==> config.mk <==
export PLATFORM = sky130hd
export DESIGN_NAME = cdt_wb_pipe
export DESIGN_NICKNAME = d
export VERILOG_FILES = /design/src/rtl/cdt_wb_pipe.sv
export SDC_FILE = /design/constraint.sdc
export NUM_CORES = 1
export LEC_CHECK = 0
export ABC_AREA = 1
export CAP_MARGIN = 10
export CORE_AREA = 2 2 186 188
export DETAILED_ROUTE_END_ITERATION = 8
export DIE_AREA = 0 0 188 190
export PLACE_DENSITY_LB_ADDON = 0.08
export SYNTH_ARGS = -nofsm -noshare
export SYNTH_HDL_FRONTEND = slang
export SYNTH_SLANG_ARGS = --single-unit
==> constraint.sdc <==
create_clock -name clk -period 1.8 [get_ports clk]
set_input_delay 0.36 -clock clk [delete_from_list [all_inputs] [get_ports clk]]
set_output_delay 0.36 -clock clk [all_outputs]
set_load 0.01 [all_outputs]
==> src/rtl/cdt_wb_pipe.sv <==
// cdt_wb_pipe: register-write request pipeline from the D/E boundary to W.
// Each stage carries instruction, PC, effective destination, remaining Tnew
// and forwarding data. Conditional writes (movz, bgezal) are resolved at
// entry, and a cancelled write becomes a write to $0 so it never
// creates a hazard downstream.
module cdt_wb_pipe (
  input  logic        clk,
  input  logic        reset,
  input  logic [31:0] D_Instr,
  input  logic [31:0] D_PC,
  input  logic [4:0]  D_A3,
  input  logic        D_RegWE,
  input  logic        D_CdtWE,
  input  logic [1:0]  D_Tnew,
  input  logic [31:0] D_LinkWD,
  input  logic        Stall,
  input  logic [31:0] E_ALUOut,
  input  logic [31:0] M_DMOut,
  output logic [31:0] E_Instr,
  output logic [31:0] M_Instr,
  output logic [31:0] W_Instr,
  output logic [31:0] E_PC,
  output logic [31:0] M_PC,
  output logic [31:0] W_PC,
  output logic [4:0]  E_A3,
  output logic [4:0]  M_A3,
  output logic [4:0]  W_A3,
  output logic [1:0]  E_Tnew,
  output logic [1:0]  M_Tnew,
  output logic [31:0] E_WD,
  output logic [31:0] M_WD,
  output logic        W_WE,
  output logic [31:0] W_WD
);

  // Entry resolution in D
  logic        d_we;
  logic [4:0]  d_a3_eff;
  logic [1:0]  d_tnew_sat;

  // E stage
  logic [31:0] e_instr_q, e_instr_d;
  logic [31:0] e_pc_q,    e_pc_d;
  logic [4:0]  e_a3_q,    e_a3_d;
  logic [1:0]  e_tnew_q,  e_tnew_d;
  logic [31:0] e_wd_q,    e_wd_d;

  // M stage
  logic [31:0] m_instr_q, m_instr_d;
  logic [31:0] m_pc_q,    m_pc_d;
  logic [4:0]  m_a3_q,    m_a3_d;
  logic [1:0]  m_tnew_q,  m_tnew_d;
  logic [31:0] m_wd_q,    m_wd_d;

  // W stage
  logic [31:0] w_instr_q, w_instr_d;
  logic [31:0] w_pc_q,    w_pc_d;
  logic [4:0]  w_a3_q,    w_a3_d;
  logic        w_we_q,    w_we_d;
  logic [31:0] w_wd_q,    w_wd_d;

  // Next-state for every stage: entry resolution, stall bubble, Tnew aging
  always_comb begin
    // NOTE: every signal gets a default first so no path leaves one
    // unassigned, which would otherwise infer a latch.
    d_we       = (D_RegWE | D_CdtWE) & (D_A3 != 5'd0);
    d_a3_eff   = d_we ? D_A3 : 5'd0;
    // Tnew of 3 is illegal; treat it as a load (2).
    d_tnew_sat = (D_Tnew == 2'd3) ? 2'd2 : D_Tnew;

    e_instr_d  = '0;
    e_pc_d     = '0;
    e_a3_d     = '0;
    e_tnew_d   = '0;
    e_wd_d     = '0;
    if (!Stall) begin
      e_instr_d = D_Instr;
      e_pc_d    = D_PC;
      e_a3_d    = d_a3_eff;
      e_tnew_d  = d_tnew_sat;
      e_wd_d    = (d_tnew_sat == 2'd0) ? D_LinkWD : 32'd0;
    end

    m_instr_d  = e_instr_q;
    m_pc_d     = e_pc_q;
    m_a3_d     = e_a3_q;
    m_tnew_d   = (e_tnew_q == 2'd0) ? 2'd0 : e_tnew_q - 2'd1;
    m_wd_d     = (e_tnew_q == 2'd1) ? E_ALUOut : e_wd_q;

    w_instr_d  = m_instr_q;
    w_pc_d     = m_pc_q;
    w_a3_d     = m_a3_q;
    w_we_d     = (m_a3_q != 5'd0);
    w_wd_d     = (m_tnew_q == 2'd1) ? M_DMOut : m_wd_q;
  end

  // Stage registers; synchronous active-low reset clears every stage
  always_ff @(posedge clk) begin
    // NOTE: sequential state uses non-blocking assignments so all stages
    // sample the pre-edge values and shift together.
    if (!reset) begin
      e_instr_q <= '0;
      e_pc_q    <= '0;
      e_a3_q    <= '0;
      e_tnew_q  <= '0;
      e_wd_q    <= '0;
      m_instr_q <= '0;
      m_pc_q    <= '0;
      m_a3_q    <= '0;
      m_tnew_q  <= '0;
      m_wd_q    <= '0;
      w_instr_q <= '0;
      w_pc_q    <= '0;
      w_a3_q    <= '0;
      w_we_q    <= 1'b0;
      w_wd_q    <= '0;
    end else begin
      e_instr_q <= e_instr_d;
      e_pc_q    <= e_pc_d;
      e_a3_q    <= e_a3_d;
      e_tnew_q  <= e_tnew_d;
      e_wd_q    <= e_wd_d;
      m_instr_q <= m_instr_d;
      m_pc_q    <= m_pc_d;
      m_a3_q    <= m_a3_d;
      m_tnew_q  <= m_tnew_d;
      m_wd_q    <= m_wd_d;
      w_instr_q <= w_instr_d;
      w_pc_q    <= w_pc_d;
      w_a3_q    <= w_a3_d;
      w_we_q    <= w_we_d;
      w_wd_q    <= w_wd_d;
    end
  end

  assign E_Instr = e_instr_q;
  assign E_PC    = e_pc_q;
  assign E_A3    = e_a3_q;
  assign E_Tnew  = e_tnew_q;
  assign E_WD    = e_wd_q;
  assign M_Instr = m_instr_q;
  assign M_PC    = m_pc_q;
  assign M_A3    = m_a3_q;
  assign M_Tnew  = m_tnew_q;
  assign M_WD    = m_wd_q;
  assign W_Instr = w_instr_q;
  assign W_PC    = w_pc_q;
  assign W_A3    = w_a3_q;
  assign W_WE    = w_we_q;
  assign W_WD    = w_wd_q;

endmodule

After elaboration in Yosys (flattened, before gate mapping)
Cells that the tools add are included.
{"block": "op_classes", "n_addsub": 1, "multipliers": 0, "div_mod_pow": 0, "n_lt_le_gt_ge": 0, "n_eq_ne": 3, "n_shift": 0, "muxes": 3, "n_bitwise": 5, "n_reduce_logical": 8}
{"cell": "$mux W32", "count": 2}
{"cell": "$reduce_bool A5 Y1", "count": 2}
{"cell": "$reduce_or A3 Y1", "count": 2}
{"cell": "$eq A2 B1 Y1 const B", "count": 2}
{"cell": "$logic_not A2 Y1", "count": 2}
{"cell": "$reduce_or A2 Y1", "count": 2}
{"cell": "$not A1 Y1", "count": 3}
{"cell": "$eq A2 B2 Y1 const B", "count": 1}
{"cell": "$mux W2", "count": 1}
{"cell": "$sub A2 B1 Y2 const B", "count": 1}
{"cell": "$and A1 B1 Y1", "count": 1}
{"cell": "$or A1 B1 Y1", "count": 1}
{"block": "word_totals", "ff_bits": 308, "latchBits": 0, "mem_bits_rw": 0, "romBits": 0, "input_bits": 172, "out_inout_bits": 308, "wordCells": 35, "n_memories": 0}

Longest topological paths before layout
Gate-level depths: netlist of run 1.
{"block": "depth", "word_depth": 5, "mapped_depth": 6, "depth_no_buf": 5}

Worst setup path after synthesis of run 1
OpenSTA, ideal clock, no wires.
{"block": "synth_path", "path_type": "reg-to-reg", "from": "register e_tnew_q[1], in the netlist E_Tnew[1]", "to": "register m_wd_q[21], in the netlist M_WD[21]", "setup_ns": 0.116, "arrival_ns": 1.020, "t_required_ns": 1.684, "path_slack_ns": 0.664, "path_stages_with_launch": 6, "path_buffers": 1, "synth_period_minus_slack_ns": 1.136, "path_cell_list": "dfxtp_1 -> inv_1 -> ha_1 -> clkbuf_1 -> o21ai_0 -> nor2_1"}
{"block": "synth_via", "elab_chain_cells": 2}
{"element": "from (decl)", "line": "45", "source": "logic [1:0] e_tnew_q, e_tnew_d;"}
{"element": "from (signal assigned)", "line": "121", "source": "e_tnew_q <= e_tnew_d;"}
{"element": "$eq A2 B1 Y1", "line": "88", "source": "m_wd_d = (e_tnew_q == 2'd1) ? E_ALUOut : e_wd_q;"}
{"element": "$mux W32", "line": "88"}
{"element": "to (signal assigned)", "line": "127", "source": "m_wd_q <= m_wd_d;"}
{"element": "to (decl)", "line": "53", "source": "logic [31:0] m_wd_q, m_wd_d;"}
Every way passes these cells.
A chain may end at the register's enable or synchronous reset.

Worst setup path after layout of run 1
{"block": "layout_path", "from": "register w_wd_q[31], in the netlist W_WD[31]", "to": "output port W_WD[31]"}
{"element": "from (decl)", "line": "60", "source": "logic [31:0] w_wd_q, w_wd_d;"}
{"element": "from (signal assigned)", "line": "132", "source": "w_wd_q <= w_wd_d;"}
{"element": "to (decl)", "line": "33", "source": "output logic [31:0] W_WD"}
No word-level cell between the ends.

==> qor.txt, run 1 <==
Wire length per cell: 15.2 µm
Setup bufs post-CTS: 0
Clock slew at reported path FFs: 60 ps
Via count: 7615
Hold Crit Class: in2reg
Vias in the first global route: 7569
Tot GR Track Use: 16.7%
DR vias/cell: 3.77
CTS tree: done
Layout cell share with drive strength beyond 1: 6.26%
Buffer and inverter count on the worst path: 1
Hold-fix buffers, CTS: 0
IO Count: 480
Final hold vios: 0
CP delay by family, top: buffers and inverters
DR iter-0 viols: 272
Placed cell area: 14600 µm²
Crit path capture type: output pin
Fin crit share: 98.0%
VDD IR-drop max: 0.725 mV
Minimum clock period: 1760 ps
Syn_area_per_cell: 8.76 µm²
Leakage power: 8.89 nW
Yosys warns: 0
Yosys cell types: 18
RD Place Congestion: 0.833
Sink Count: 308
Synthesized netlist cell count: 1053
Max-Cap Viols: 0
Core Util, Final: 46.6%
Post-route cell area: 15800 µm²
CTS root buf: clkbuf_16
Core Region: 33900 µm²
WHS: 152 ps
H-tree levels: 2
Setup_tns: 0 ps
WP data required: 1440 ps
Crit-path max cell delay: 590 ps
Status: completed
Tightest Pin Transition: 405 ps
Pin count of the biggest net entering global routing: 57
Initial antenna violation count: 1
Nets@finish: 1717
Max-slew violations: 0
Cell area after synthesis: 9230 µm²
First-pass GRT wire length: 45300 µm
Clk_lat worst skew: 510 ps
CTS Buffer Depth: 3
Layout area overhead: 71.2%
Critical path startpoint category: register
Drt pass-1 iters: 4
Syn nets: 1227
Num CTS Buffers: 37
Layout Skew: 15.2 ps
Fmax: 0.567 GHz
Sequential share of the synthesized area: 66.8%
Port Buffers: 479
RSZ-0062 raised after global routing: no
Initial Util: 27.2%
Dpl hpwl: 23100 µm
CP arrival: 1400 ps
Crit Path Max Fanout: 1
Die width: 188 µm
Row Count: 68
Routed wire length: 30800 µm
GRT overflow: 0
Chip height: 190 µm
Slew Limit Headroom: 73.0%
Final ANT Viol Nets: 0
Register bit total from synthesis: 308
Die ar.: 35700 µm²
CP Class: reg2out
CP Cell Sequence: clkdlybuf4s50_1
Critical-path top delay cell: clkdlybuf4s50_1
PD cells: 989 nW/µm²
DRC: 0
Final Setup Violations: 0
-- Yosys cell counts --
cell	count	share of area (%)
dfxtp_1	308	67
o21ai_1	3	0.16
inv_1	249	10
ha_1	2	0.27
nand3_4	1	0.19
buf_4	5	0.41
clkbuf_1	10	0.41
o211ai_1	1	0.081
nor2_1	215	8.7
nor2_2	20	1.4
nand2_1	141	5.7
nor3_1	3	0.16
buf_2	25	1.4
nand3_1	1	0.054
buf_6	5	0.61
inv_2	1	0.041
o21ai_0	62	3.4
nand2_4	1	0.12
-- metrics by stage --
| stage | total power, mW | worst slack (ps) | cells |
|---|---|---|---|
| floorplan | 7.64 | 664 | 1053 |
| global placement | 8.54 | 265 | 1959 |
| detailed placement | 8.54 | 272 | 1959 |
| CTS | 15.9 | 1.17 | 2021 |
| global route | 16.3 | 0.256 | 2022 |
| finish | 15.6 | 36.1 | 2022 |
-- cells by family (layout without fill, tap and decap cells) --
kind of cell | count (synthesis) | count (layout) | share of synthesized area, %
DFF | 308 | 308 | 66.8
AOI/OAI and AO/OA | 66 | 66 | 3.61
buffers and inverters | 295 | 808 | 12.9
other | 0 | 1 | 0
adders and majority gates | 2 | 2 | 0.271
and+or+nand+nor | 382 | 382 | 16.4
-- registers in the layout, summed over array words and instances (netlist names) --
name	count
E_Instr	32
E_PC	32
E_WD	32
M_Instr	32
M_PC	32
M_WD	32
W_Instr	32
W_PC	32
W_WD	32
E_A3	5
M_A3	5
W_A3	5
E_Tnew	2
M_Tnew	2
W_WE	1
-- cell usage in the layout (no fill, tap or decap) --
master,synthesis,routed
buf_12,0,9
buf_4,5,8
buf_6,5,1
bufinv_16,0,1
clkbuf_1,10,5
clkbuf_16,0,39
clkbuf_8,0,10
clkdlybuf4s50_1,0,337
clkinv_2,0,6
dfxtp_1,308,308
diode_2,0,1
dlygate4sd2_1,0,88
dlymetal6s2s_1,0,53
ha_1,2,2
inv_1,249,249
inv_2,1,1
inv_6,0,1
nand2_1,141,141
nand2_4,1,1
nand3_1,1,1
nand3_4,1,1
nor2_1,215,215
nor2_2,20,20
nor3_1,3,3
o211ai_1,1,1
o21ai_0,62,62
o21ai_1,3,3
-- worst paths after layout --
check / startpoint / endpoint / slack, ps / cells after the start
worst max-delay path: W_WD[31] / W_WD[31] / 40 / 1
worst min-delay path: reset / W_Instr[11] / 150 / 3
worst max register to register: E_Tnew[1] / M_WD[8] / 590 / 5
worst min register to register: M_Instr[29] / W_Instr[29] / 420 / 2
-- area by class of cell --
| class | instances | area (µm²) |
|---|---|---|
| Clock inverter | 8 | 68.8 |
| Inverter | 250 | 938 |
| Clock buffer | 54 | 1130 |
| Timing Repair Buffer | 496 | 5060 |
| Multi-Input combinational cell | 450 | 1870 |
| Antenna cell | 1 | 2.50 |
| Tap cell | 455 | 569 |
| Sequential cell | 308 | 6170 |
| Fill cell | 3331 | 18100 |
-- timing repair --
action	in CTS	in global routing
endpoints found under the setup margin	88	53
pin swaps	0	0
gates resized for setup	88	53
-- per-layer routing --
| metal | GRT usage (%) | part of all wire [%] |
|---|---|---|
| met2 | 29.8 | 50 |
| met5 | 0 | 0 |
| met4 | 6.24 | 3.3 |
| met3 | 6.62 | 9.3 |
| met1 | 17.7 | 38 |
-- report_power, final --
group	internal (mW)	total [mW]	leakage (nW)	switching (mW)
clock network	4.48	7.30	0.601	2.82
logic	0.710	1.23	5.78	0.523
registers	7.01	7.09	2.51	0.0827
total	12.2	15.6	8.89	3.43
Note: power is estimated with default switching activity, not from simulation.
==> run 2, diff against run 1 <==
--- a/config.mk
+++ b/config.mk
@@ -8,6 +8,7 @@
 export ABC_AREA = 1
 export CAP_MARGIN = 10
 export CORE_AREA = 2 2 186 188
+export CTS_CLUSTER_DIAMETER = 60
 export DETAILED_ROUTE_END_ITERATION = 8
 export DIE_AREA = 0 0 188 190
 export PLACE_DENSITY_LB_ADDON = 0.08
==> run 2 against run 1 <==
  * Clock skew decreased by 2.8 ps
  * Critical path type unchanged
  * Setup slack got worse by 6.7 ps
  * Total power decreased by 2.5%
  * Combinational power about the same
==> qor.txt, run 2 (same netlist as run 1, synthesis figures left out) <==
Final ANT Viol Nets: 0 (unchanged)
Layout Skew: 12.4 ps (-2.76 ps)
Layout cell share with drive strength beyond 1: 6.07% (-0.19 points)
CP arrival: 1410 ps (about the same)
DRC: 0 (unchanged)
Nets@finish: 1717 (unchanged)
Final Setup Violations: 0 (unchanged)
Leakage power: 8.79 nW (-1.2%)
Drt pass-1 iters: 4 (unchanged)
RSZ-0062 raised after global routing: no
Placed cell area: 14600 µm² (unchanged)
Tightest Pin Transition: 403 ps (-2.24 ps)
CP delay by family, top: buffers and inverters
Switch Pwr: 3.42 mW (-0.39%)
Sink Count: 308 (unchanged)
DR iter-0 viols: 270 (-0.74%)
Critical-path top delay cell: clkdlybuf4s50_1
IO Count: 480 (unchanged)
Reg2reg start: E_Tnew[1]
Final cell count without fillers: 2021 (-0.049%)
Vias in the first global route: 7558 (-0.15%)
PD cells: 969 nW/µm² (-2.0%)
Layout area overhead: 70.4%
Slew Limit Headroom: 73.1% (+0.15 points)
Commonest non-fill, non-tap cell in the layout: clkdlybuf4s50_1
Num CTS Buffers: 37 (unchanged)
Hold Crit Class: in2reg
Initial Util: 27.2% (unchanged)
Core Region: 33900 µm² (unchanged)
Post-route cell area: 15700 µm² (-0.51%)
Max-slew violations: 0 (unchanged)
Status: completed
VDD IR-drop max: 0.725 mV (about the same)
RD Place Congestion: 0.833 (unchanged)
Crit-path max cell delay: 600 ps (about the same)
Worst R2R End: M_WD[8]
Wire length per cell: 15.2 µm (-0.29%)
Minimum clock period: 1770 ps (+6.74 ps)
Routed wire length: 30700 µm (-0.34%)
Buffer and inverter count on the worst path: 1 (unchanged)
R2r setup slk: 590 ps (about the same)
Clk_lat worst skew: 510 ps (about the same)
WP depth: 1 (unchanged)
Die width: 188 µm (unchanged)
Pint: 11.8 mW (-3.1%)
Crit path capture type: output pin
Critical path startpoint category: register
Hold path startpoint: reset
Worst reg-to-reg path cell count: 5 (unchanged)
First-pass GRT wire length: 45200 µm (-0.26%)
Row Count: 68 (unchanged)
Clock slew at reported path FFs: 60 ps (about the same)
Via count: 7628 (+0.17%)
Sequential group share of total power: 46.6% (+1.2 points)
Sw frac: 22.4% (+0.48 points)
CP Class: reg2out
CP Cell Sequence: clkdlybuf4s50_1
Max-Cap Viols: 0 (unchanged)
Worst slack, placed: 272 ps (unchanged)
Placed insts: 1959 (unchanged)
Dpl hpwl: 23100 µm (unchanged)
H-tree levels: 2 (unchanged)
Initial antenna violation count: 1 (unchanged)
Port Buffers: 479 (unchanged)
Worst Setup SP: W_PC[13]
Critical path destination: W_PC[13]
CTS root buf: clkbuf_16
Fmax: 0.565 GHz (-0.38%)
WP data required: 1440 ps (about the same)
Tot GR Track Use: 16.6% (-0.053 points)
WHS: 153 ps (+1.11 ps)
Most frequent cells in the layout: 345 x clkdlybuf4s50_1, 308 x dfxtp_1, 249 x inv_1
Final hold vios: 0 (unchanged)
Crit Path Max Fanout: 1 (unchanged)
Setup_tns: 0 ps (unchanged)
Pin count of the biggest net entering global routing: 57 (unchanged)
Comb pwr share: 8.1% (+0.2 points)
GRT overflow: 0 (unchanged)
DR vias/cell: 3.77 (+0.22%)
Chip height: 190 µm (unchanged)
CTS Buffer Depth: 3 (unchanged)
Fillers: 3342 (+0.33%)
Die ar.: 35700 µm² (unchanged)
Fin crit share: 98.4% (+0.37 points)
Clock power share: 45.3% (-1.4 points)
CTS tree: done
Slack of the critical path: 29.4 ps (-6.74 ps)
Hold-fix buffers, CTS: 0 (unchanged)
==> run 2: power groups by stage <==
stage | Combinational [mW] | Clock, mW | Sequential, mW
after floorplan | 0.313 | 0 | 7.33
after global placement | 1.30 | 0 | 7.24
after detailed placement | 1.30 | 0 | 7.25
after CTS | 1.27 | 7.18 | 7.10
after global routing | 1.34 | 7.41 | 7.11
final | 1.23 | 6.91 | 7.09
==> run 2: worst min-delay path by stage <==
stage,depth (start not counted),slack (ps),to
finish,3,150,M_A3[2]
global route,3,140,M_A3[4]
CTS,3,130,M_A3[2]
detailed placement,2,420,W_PC[29]
global placement,2,420,M_PC[2]
floorplan,1,440,E_Tnew[0]
==> run 2: timing repair <==
action                     in CTS  in global routing
buffers inserted                0                  0
gates resized for setup        82                 51
setup endpoints to repair      82                 51
==> run 2: metal layers <==
metal  GRT usage (%)  vias up  wire (µm)
met5               0        -          0
met4            6.21        0        973
met3            6.57       55       2910
met2            29.7      289      15300
met1            17.7     3326      11500
li1                -     3958          -
==> run 2: layout make-up <==
type,instances,area [µm²],area share (%)
clock buffer,52,1060,6.76
clock inverter,9,56.3,0.358
tap,455,569,3.62
sequential,308,6170,39.2
antenna,1,2.50,0.0159
multi-input combinational,450,1870,11.9
inverter,250,938,5.97
timing repair buffer,496,5060,32.2
==> run 2: metrics by stage <==
| step | utilization, % | power, mW |
|---|---|---|
| floorplan | - | 7.64 |
| global placement | 42.9 | 8.54 |
| detailed placement | 42.9 | 8.54 |
| CTS | 45.9 | 15.5 |
| global route | 46.3 | 15.9 |
| finish | 46.3 | 15.2 |
==> run 3, diff against run 2 <==
--- a/config.mk
+++ b/config.mk
@@ -6,6 +6,7 @@
 export NUM_CORES = 1
 export LEC_CHECK = 0
 export ABC_AREA = 1
+export ABC_CLOCK_PERIOD_IN_PS = 1800
 export CAP_MARGIN = 10
 export CORE_AREA = 2 2 186 188
 export CTS_CLUSTER_DIAMETER = 60
==> results of run 3 <==
The final DEF is identical to that of run 2; final timing and power are the same.
